$ cat src/rtl/core_instr_driver.sv
// rtl/core_instr_driver.sv - credit-throttled CORE instruction issuer with result FIFO
module core_instr_driver #(
  parameter int DATA_WIDTH = 8,
  parameter int PROG_DEPTH = 16,
  parameter int RES_DEPTH  = 8
) (
  input  logic                          i_CLK,
  input  logic                          i_RST,
  input  logic                          i_prog_we,
  input  logic [$clog2(PROG_DEPTH)-1:0] i_prog_addr,
  input  logic [31:0]                   i_prog_data,
  input  logic                          i_start,
  input  logic [$clog2(PROG_DEPTH):0]   i_len,
  output logic                          o_busy,
  output logic                          o_done,
  output logic [31:0]                   o_instr,
  output logic                          o_valid,
  input  logic                          i_ready,
  input  logic [DATA_WIDTH-1:0]         i_data1,
  input  logic                          i_valid1,
  output logic                          o_ready1,
  output logic [DATA_WIDTH-1:0]         o_res_data,
  output logic                          o_res_valid,
  input  logic                          i_res_ready,
  output logic [$clog2(PROG_DEPTH):0]   o_issued,
  output logic [$clog2(PROG_DEPTH):0]   o_received
);

  localparam int AW  = $clog2(PROG_DEPTH);
  localparam int CW  = AW + 1;
  localparam int SW  = CW + 1;
  localparam int FW  = $clog2(RES_DEPTH);
  localparam int FCW = FW + 1;

  typedef enum logic [1:0] {S_IDLE, S_ISSUE, S_DRAIN, S_DONE} state_t;

  state_t                  state, state_n;
  logic [31:0]             prog_ram [PROG_DEPTH];
  logic [DATA_WIDTH-1:0]   fifo_ram [RES_DEPTH];
  logic [AW-1:0]           rd_ptr, rd_ptr_n;
  logic [CW-1:0]           len_q, len_n, issued_n, received_n;
  logic [FW-1:0]           f_wr, f_rd, f_wr_n, f_rd_n;
  logic [FCW-1:0]          f_cnt, f_cnt_n;
  logic [SW-1:0]           inflight_n;
  logic [31:0]             ram_rd, instr_n;
  logic [DATA_WIDTH-1:0]   res_data_n;
  logic                    xfer, push, pop, counting, prog_wr, credit_n;
  logic                    valid_n, busy_n, done_n, ready_n, res_valid_n;

  always_comb begin
    xfer       = o_valid && i_ready;
    push       = i_valid1 && o_ready1;
    pop        = o_res_valid && i_res_ready;
    counting   = (state == S_ISSUE) || (state == S_DRAIN);
    prog_wr    = i_prog_we && !o_busy;
    state_n    = state;
    rd_ptr_n   = rd_ptr;
    len_n      = len_q;
    issued_n   = o_issued;
    received_n = o_received;
    if (counting) begin
      issued_n   = o_issued + CW'(xfer);
      received_n = o_received + CW'(push);
      rd_ptr_n   = rd_ptr + AW'(xfer);
    end
    case (state)
      S_IDLE: if (i_start) begin
        issued_n   = '0;
        received_n = '0;
        rd_ptr_n   = '0;
        len_n      = i_len;
        state_n    = (i_len != '0) ? S_ISSUE : S_DONE;
      end
      S_ISSUE: if (issued_n == len_q) state_n = (received_n == len_q) ? S_DONE : S_DRAIN;
      S_DRAIN: if (received_n == len_q) state_n = S_DONE;
      default: state_n = S_IDLE;
    endcase

    f_cnt_n = f_cnt + FCW'(push) - FCW'(pop);
    f_wr_n  = f_wr + FW'(push);
    f_rd_n  = f_rd + FW'(pop);

    // Results already parked in the FIFO still hold a credit until popped
    inflight_n = {1'b0, issued_n - received_n} + SW'(f_cnt_n);
    credit_n   = inflight_n < SW'(RES_DEPTH);
    valid_n    = (state_n == S_ISSUE) && ((o_valid && !xfer) || credit_n);

    // Forward a same-cycle program write so a run started alongside it sees the new word
    ram_rd = prog_ram[rd_ptr_n];
    if (prog_wr && (i_prog_addr == rd_ptr_n)) ram_rd = i_prog_data;
    instr_n = o_instr;
    if (valid_n && !(o_valid && !xfer)) instr_n = ram_rd;

    busy_n      = (state_n == S_ISSUE) || (state_n == S_DRAIN);
    done_n      = (state_n == S_DONE);
    ready_n     = (f_cnt_n != FCW'(RES_DEPTH));
    res_valid_n = (f_cnt_n != '0);
    res_data_n  = o_res_data;
    if (res_valid_n) res_data_n = (push && (f_wr == f_rd_n)) ? i_data1 : fifo_ram[f_rd_n];
  end

  always_ff @(posedge i_CLK) begin
    if (i_RST) begin
      state       <= S_IDLE;
      o_valid     <= 1'b0;
      o_instr     <= '0;
      o_busy      <= 1'b0;
      o_done      <= 1'b0;
      o_ready1    <= 1'b1;
      o_res_valid <= 1'b0;
      o_res_data  <= '0;
      o_issued    <= '0;
      o_received  <= '0;
      rd_ptr      <= '0;
      len_q       <= '0;
      f_wr        <= '0;
      f_rd        <= '0;
      f_cnt       <= '0;
    end else begin
      state       <= state_n;
      o_valid     <= valid_n;
      o_instr     <= instr_n;
      o_busy      <= busy_n;
      o_done      <= done_n;
      o_ready1    <= ready_n;
      o_res_valid <= res_valid_n;
      o_res_data  <= res_data_n;
      o_issued    <= issued_n;
      o_received  <= received_n;
      rd_ptr      <= rd_ptr_n;
      len_q       <= len_n;
      f_wr        <= f_wr_n;
      f_rd        <= f_rd_n;
      f_cnt       <= f_cnt_n;
    end
  end

  always_ff @(posedge i_CLK) begin
    if (prog_wr) prog_ram[i_prog_addr] <= i_prog_data;
  end

  always_ff @(posedge i_CLK) begin
    if (!i_RST && push) fifo_ram[f_wr] <= i_data1;
  end

endmodule

$ cat config.mk
export PLATFORM = sky130hd
export DESIGN_NAME = core_instr_driver
export DESIGN_NICKNAME = d
export VERILOG_FILES = /design/src/rtl/core_instr_driver.sv
export SDC_FILE = /design/constraint.sdc
export NUM_CORES = 1
export LEC_CHECK = 0
export ABC_AREA = 1
export BUFFER_PORTS_ARGS = -buffer_cell sky130_fd_sc_hd__buf_2
export CAP_MARGIN = 20
export CORE_UTILIZATION = 50
export DETAILED_ROUTE_END_ITERATION = 7
export HOLD_SLACK_MARGIN = 0.05
export PLACE_DENSITY = 0.69
export SYNTH_ARGS = -nofsm -noshare
export SYNTH_HDL_FRONTEND = slang
export SYNTH_SLANG_ARGS = --single-unit
$ cat constraint.sdc
create_clock -name i_CLK -period 4.26 [get_ports i_CLK]
set_input_delay 0.213 -clock i_CLK [delete_from_list [all_inputs] [get_ports i_CLK]]
set_output_delay 0.213 -clock i_CLK [all_outputs]
set_load 0.02 [all_outputs]
# After elaboration in Yosys (flattened, before gate mapping)
# Memories as Yosys holds them, arrays and structs flattened. A register that Yosys moved wholly into a read port is not among the register bits.
# Index checks and enable logic that the tools add are counted.
# W data, S select, Z words.
[word_totals] ramBits=576 wordCells=71 output_inout_bits=55 n_memories=2 register_bits=36 in_bits=56
[mem_list] name="prog_ram" words=16 word_bits=32 rd=1 rd_clocked_by_memory_dff=1 write_ports=1 line_no="38" source="logic [31:0] prog_ram [PROG_DEPTH];"
[mem_list] name="fifo_ram" words=8 word_bits=8 rd=1 rd_clocked_by_memory_dff=1 write_ports=1 line_no="39" source="logic [DATA_WIDTH-1:0] fifo_ram [RES_DEPTH];"
[op_classes] n_mux=19 n_eq_ne=8 n_reduce_logical=19 n_addsub=9 magnitude_cmp=1
[op_table] operator="$mux W5" n=6
[op_table] operator="$mux W4" n=3
[op_table] operator="$add A5 B1 Y5" n=2
[op_table] operator="$eq A5 B5 Y1" n=2
[op_table] operator="$add A4 B1 Y4" n=2
[op_table] operator="$logic_and A1 B1 Y1" n=8
[op_table] operator="$mux W2" n=4
[op_table] operator="$add A3 B1 Y3" n=2
[op_table] operator="$add A5 B4 Y6" n=1
[op_table] operator="$eq A2 B2 Y1 const B" n=3
[op_table] operator="$lt A6 B4 Y1 const B" n=1
[op_table] operator="$pmux W2 S3" n=1
[op_table] operator="$mux W1" n=5
[op_table] operator="$reduce_bool A5 Y1" n=1
[op_table] operator="$sub A5 B5 Y5" n=1
[op_table] operator="$eq A2 B1 Y1 const B" n=2
[op_table] operator="$logic_not A1 Y1" n=4
[op_table] operator="$ne A4 B4 Y1 const B" n=1
[op_table] operator="$reduce_bool A4 Y1" n=1
[op_table] operator="$sub A4 B1 Y4" n=1
[op_table] operator="$logic_or A1 B1 Y1" n=3
[op_table] operator="$logic_not A2 Y1" n=1
[op_table] operator="$reduce_and A2 Y1" n=1

# Depth between registers and ports, before layout
[depth] depth_word=11 mapped_depth=23 depth_no_buf=22

# Worst setup path before layout
# No wires, ideal clock.
[synth_timing] kind="register -> register" from="register state[0]" to="register o_instr[0], read port of prog_ram" setup_ns=0.117 synth_period_minus_slack_ns=3.861 required_time_ns=4.143 n_path_buf=5 t_arrival_ns=3.744 path_slack_ns=0.399 path_stages_with_launch=22 cell_sequence="dfxtp_1 -> inv_1 -> ha_1 -> nand2_1 -> buf_2 -> buf_2 -> clkbuf_1 -> clkbuf_1 -> nand3_1 -> ha_1 -> a21oi_1 -> nand2_1 -> xor2_1 -> ha_1 -> nor3_1 -> a21boi_0 -> nand2_1 -> inv_1 -> nand4_2 -> clkbuf_1 -> nor2_1 -> a21oi_1"
[synth_via] elab_chain_cells=11 elab_cells_between_ends=27 classes_between="2 x add/sub; 1 x order compare; 5 x eq/ne; 14 x mux; 5 x reduce/logical"
[synth_lines] item="from (decl)" line_no="37" source="state_t state, state_n;"
[synth_lines] item="from (signal assigned)" line_no="120" source="state <= state_n;"
[synth_lines] item="$eq A2 B1 Y1 or $eq A2 B2 Y1 (tied branches)" line_no="54, 66"
[synth_lines] item="$logic_or A1 B1 Y1" line_no="54" source="counting = (state == S_ISSUE) || (state == S_DRAIN);"
[synth_lines] item="$mux W5" line_no="61" source="if (counting) begin"
[synth_lines] item="$mux W5" line_no="67" source="S_IDLE: if (i_start) begin"
[synth_lines] item="$mux W5" line_no="66" source="case (state)"
[synth_lines] item="$sub A5 B5 Y5" line_no="84" source="inflight_n = {1'b0, issued_n - received_n} + SW'(f_cnt_n);"
[synth_lines] item="$add A5 B4 Y6" line_no="84"
[synth_lines] item="$lt A6 B4 Y1" line_no="85" source="credit_n = inflight_n < SW'(RES_DEPTH);"
[synth_lines] item="$logic_or A1 B1 Y1" line_no="86" source="valid_n = (state_n == S_ISSUE) && ((o_valid && !xfer) || credit_n);"
[synth_lines] item="$logic_and A1 B1 Y1" line_no="86"
[synth_lines] item="$logic_and A1 B1 Y1" line_no="92" source="if (valid_n && !(o_valid && !xfer)) instr_n = ram_rd;"
[synth_lines] item="to (decl)" line_no="16" source="output logic [31:0] o_instr,"
# Several ways; a longest one is shown, not always the timed one.
# A chain may end at the register's enable or synchronous reset.

# Worst setup path after layout
[layout_timing] from="register state[1]" to="register o_instr[20], read port of prog_ram"
[layout_via] elab_chain_cells=11 elab_cells_between_ends=27 classes_between="2 x add/sub; 1 x order compare; 5 x eq/ne; 14 x mux; 5 x reduce/logical"
[layout_lines] item="$eq A2 B1 Y1 or $eq A2 B2 Y1 (tied branches)" line_no="54"
[layout_lines] item="$logic_or A1 B1 Y1" line_no="54"
[layout_lines] item="$mux W5" line_no="61"
[layout_lines] item="$mux W5" line_no="67"
[layout_lines] item="$mux W5 *" line_no="66"
[layout_lines] item="named net received_n[0]" line_no="41" source="logic [CW-1:0] len_q, len_n, issued_n, received_n;"
[layout_lines] item="$sub A5 B5 Y5 *" line_no="84"
[layout_lines] item="$add A5 B4 Y6 *" line_no="84"
[layout_lines] item="$lt A6 B4 Y1 *" line_no="85"
[layout_lines] item="$logic_or A1 B1 Y1 *" line_no="86"
[layout_lines] item="$logic_and A1 B1 Y1 *" line_no="86"
[layout_lines] item="$logic_and A1 B1 Y1 *" line_no="92"
# The timed path passes the listed nets; every way through them passes the cells marked *.

==> results.md <==
- The run finished with clean final reports.
- In the synthesized netlist, the number of instances is 3037.
- The path category of the worst min-delay check is in2reg.
- The tree is rooted in a sky130_fd_sc_hd__clkbuf_16.
- Setup repair after global routing left no endpoint under its margin.
- Of the total synthesized cell area, the portion taken by AND, OR, NAND and NOR gates is 0.2171.
- For the pin with the worst max-slew slack, the measured transition is 1.034 ns.
- The share of the clock period used by the worst path after layout is 0.8996.
- The number of cell rows is 88.
- The overall die area is 60340 µm².
- The clock slew seen by the registers of the worst setup and hold paths is 0.06 ns.
- The synthesis warning total is 0.
- The number of sinks on the clock net is 652.
- Counting along the longest clock path gives a buffer depth of 3.
- The power per standard cell area is 556.5 nW/µm².
- The routability-driven placement congestion ratio is 0.8734.
- The routed design has 77.08 mm of wire.
- TritonCTS built the clock tree.
- In this run the remaining antenna-violating nets after routing total 0.
- The dominant combinational cell family by area after synthesis is simple AND/OR/NAND/NOR gates.
- The effective utilization at floorplan is 0.5106.
- The endpoint identified for the worst register-to-register timing path is o_instr[20].
- Of the total synthesized cell area, the portion taken by full adders, half adders and majority gates is 0.01104.
- The worst-case IR drop observed on VDD is 0.5944 mV.
- The category of the worst setup path capture point is a register.
- The overall power is 18.86 mW.
- The summed negative setup slack over all endpoints is 0 ns.
- The area of the mapped netlist is 29680 µm².
- The number of storage elements in the synthesis netlist is 652.
- In this run the most critical hold path is launched from i_ready.
- The number of max-capacitance violations reported is 0.
- In this run the critical register-to-register path is launched from state[1].
- Of the post-synthesis cell area, the part taken by muxes is 0.
- In the routed design, unresolved DRC markers number 0.
- The worst setup path is launched from a register.
- At the later pin of the worst-skew pair, clock insertion delay measures 0.61 ns.
- The critical path starts at state[1].
- The first-pass iteration count of the detailed router is 6.
- The register-to-register setup slack is 0.43 ns.
- Detailed placement finished with a half-perimeter wire length of 41.91 mm.
- The required arrival time at the worst endpoint is 4.79 ns.
- Buffers placed on the I/O ports in this run total 110.
- The number of different library cells used by synthesis comes to 39.
- The most common cell after layout, fill and taps aside is sky130_fd_sc_hd__inv_1.
- After detailed routing, the number of vias per cell comes to 5.633.
- The I/O pin total is 111.
- The width of the die is 245.7 µm.
- The number of cell instances on the worst register-to-register path is 20.
- The worst-case hold path end point is o_valid.
- The first routing iteration left 2127 violations.
- Headroom to the max-slew limit came out at 0.3106.
- After detailed placement, the design holds a cell count of 3777.
- The floorplan step defined a core boundary enclosing 58140 µm².
- STA puts the critical path data arrival time at 4.36 ns.
- The initial antenna violation count was 1.
- The total count of max-transition violations in the final report is 0.
- The final hold violation count is 0.
- The final hold slack is 0.08588 ns.
- The overflow left after global routing is 0.
- Based on the critical path, the design can be clocked at up to 260.9 MHz.
- The proportion of synthesized chip area in sequential cells is 0.6340.
- The global-route wire length before repair is 119.0 mm.
- From bottom edge to top edge, the die measures 245.7 µm.
- The static leakage power is 14.61 nW.
- The via count of the first global-routing pass is 21240.
- The startpoint-to-endpoint class of the critical path is reg2reg.
- The net count after synthesis is 3118.
- CTS built an H-tree with a depth of 3.
- The final setup skew is 0.02128 ns.
- The clock period could shrink to 3.832 ns.
- The post-synthesis xor/xnor area fraction is 0.003204.
- The final layout contains 3210 nets.
- The number of vias in the routed layout is 22260.
- The average wire length per cell after detail routing is 19.50 µm.
- Entering global routing, the biggest net connects 169 pins.
- Buffers inserted during clock tree synthesis total 69.
- In the layout the commonest cells are 598 x sky130_fd_sc_hd__inv_1, 576 x sky130_fd_sc_hd__edfxtp_1, 518 x sky130_fd_sc_hd__nand2_1.
- In the final layout, the share of cells above drive strength 1 is 0.09510.
- The highest fanout seen on the critical path is 64.
- Relative to the synthesized area, the layout overhead comes to 14.14%.
- The post-synthesis area per instance is 9.774 µm².
- The compound-cell area share of the yosys netlist is 0.03111.
- For this run, the number of standard cells in the final layout without fillers is 3952.
- The number of setup violations in the final report is 0.
- The worst hold path stage count is 6.
- The aggregate global-route resource usage is 0.2551.
[worst max-delay path: stages, from the launching register on]
cell and delay, ns:
sky130_fd_sc_hd__dfxtp_1 0.41, sky130_fd_sc_hd__inv_1 0.09, sky130_fd_sc_hd__ha_2 0.40, sky130_fd_sc_hd__inv_2 0.09, sky130_fd_sc_hd__o21ai_0 0.24, sky130_fd_sc_hd__nand2_1 0.12, sky130_fd_sc_hd__nor2_1 0.10, sky130_fd_sc_hd__ha_1 0.15
sky130_fd_sc_hd__inv_1 0.06, sky130_fd_sc_hd__fa_1 0.46, sky130_fd_sc_hd__xor2_1 0.19, sky130_fd_sc_hd__ha_1 0.20, sky130_fd_sc_hd__nor3_1 0.16, sky130_fd_sc_hd__a21boi_2 0.22, sky130_fd_sc_hd__nand2_1 0.07, sky130_fd_sc_hd__inv_1 0.11
sky130_fd_sc_hd__nand4_4 0.10, sky130_fd_sc_hd__buf_12 0.24, sky130_fd_sc_hd__nand2_1 0.10, sky130_fd_sc_hd__nand2_1 0.05, sky130_fd_sc_hd__a21oi_1 0.16
[final cells by class]
class / count / area [µm²]
Multi-Input combinational cell: 1589 / 7993
Timing Repair Buffer: 213 / 1627
Fill cell: 4752 / 24260
Tap cell: 765 / 957.2
Antenna cell: 1 / 2.502
Clock inverter: 17 / 125.1
Inverter: 604 / 2270
Sequential cell: 652 / 18820
Clock buffer: 111 / 2088
[registers in the layout, indices dropped and copies added, names as in the netlist, 2 cells and up]
| name | flops |
|---|---|
| fifo_ram | 64 |
| o_instr | 32 |
| rd_ptr | 4 |
| o_res_data | 8 |
| f_rd | 3 |
| o_received | 5 |
| f_cnt | 4 |
| f_wr | 3 |
| prog_ram | 512 |
| state | 2 |
| len_q | 5 |
| o_issued | 5 |
[cell usage after synthesis, drive strengths merged]
cell,number,area (µm²)
buf,84,400.4
nand2,522,1964
o21ai,82,410.4
clkbuf,108,405.4
a31oi,9,56.30
nand4,231,1451
edfxtp,576,17300
or2,2,12.51
clkinv,1,3.750
nand3b,1,7.510
inv,603,2263
a21boi,3,22.52
a21oi,43,219.0
o21bai,2,26.28
dfxtp,76,1521
o41ai,1,8.760
o211ai,8,60.06
nand3,462,2325
nor4,6,37.54
xnor2,5,51.30
nor2,157,596.8
o22ai,8,50.05
o221ai,8,70.07
nor3,9,50.05
fa,2,40.04
ha,23,287.8
xor2,5,43.79
[metrics by stage]
step | area [µm²] | setup WS [ns] | utilization
after floorplan | 29680 | 0.3986 | -
after global placement | 31200 | 0.4073 | 0.5366
after detailed placement | 31200 | 0.3052 | 0.5366
after CTS | 33870 | 0.2470 | 0.5826
after global routing | 33880 | 0.06115 | 0.5828
final | 33880 | 0.4278 | 0.5828
[power by group]
group | internal [mW] | switching, mW
clock | 3.43 | 2.43
combinational | 1.73 | 3.89
sequential | 7.24 | 0.135
total | 12.4 | 6.46
[kinds of logic after synthesis]
logic type	after synthesis
flops	652
buf+inv	796
xor+xnor	10
fa+ha+maj	25
simple gates	1390
compound gates	164
[routing by layer]
| layer | GRT usage | vias to the layer above | wire, µm |
|---|---|---|---|
| met1 | 0.3405 | 10720 | 31540 |
| met4 | 0.09463 | 0 | 1950 |
| met3 | 0.04071 | 146 | 6218 |
| met2 | 0.4200 | 1018 | 37370 |
| li1 | - | 10380 | - |
| met5 | 0 | - | 0 |
[worst max-delay path by stage]
stage | endpoint | slack [ns] | cells after the start
finish | o_instr[20] | 0.43 | 20
global route | o_instr[8] | 0.06 | 20
CTS | o_instr[20] | 0.25 | 20
detailed placement | o_instr[2] | 0.31 | 20
global placement | o_instr[2] | 0.41 | 20
floorplan | o_instr[0] | 0.40 | 21
[timing repair]
item                                    4_1_cts  5_1_grt
hold buffers                                 46        0
endpoints found under the setup margin        0       32
setup buffers                                 0        0
endpoints found under the hold margin       589        0
resized for setup                             0        3
No activity file was read; power rests on OpenSTA's default activity.
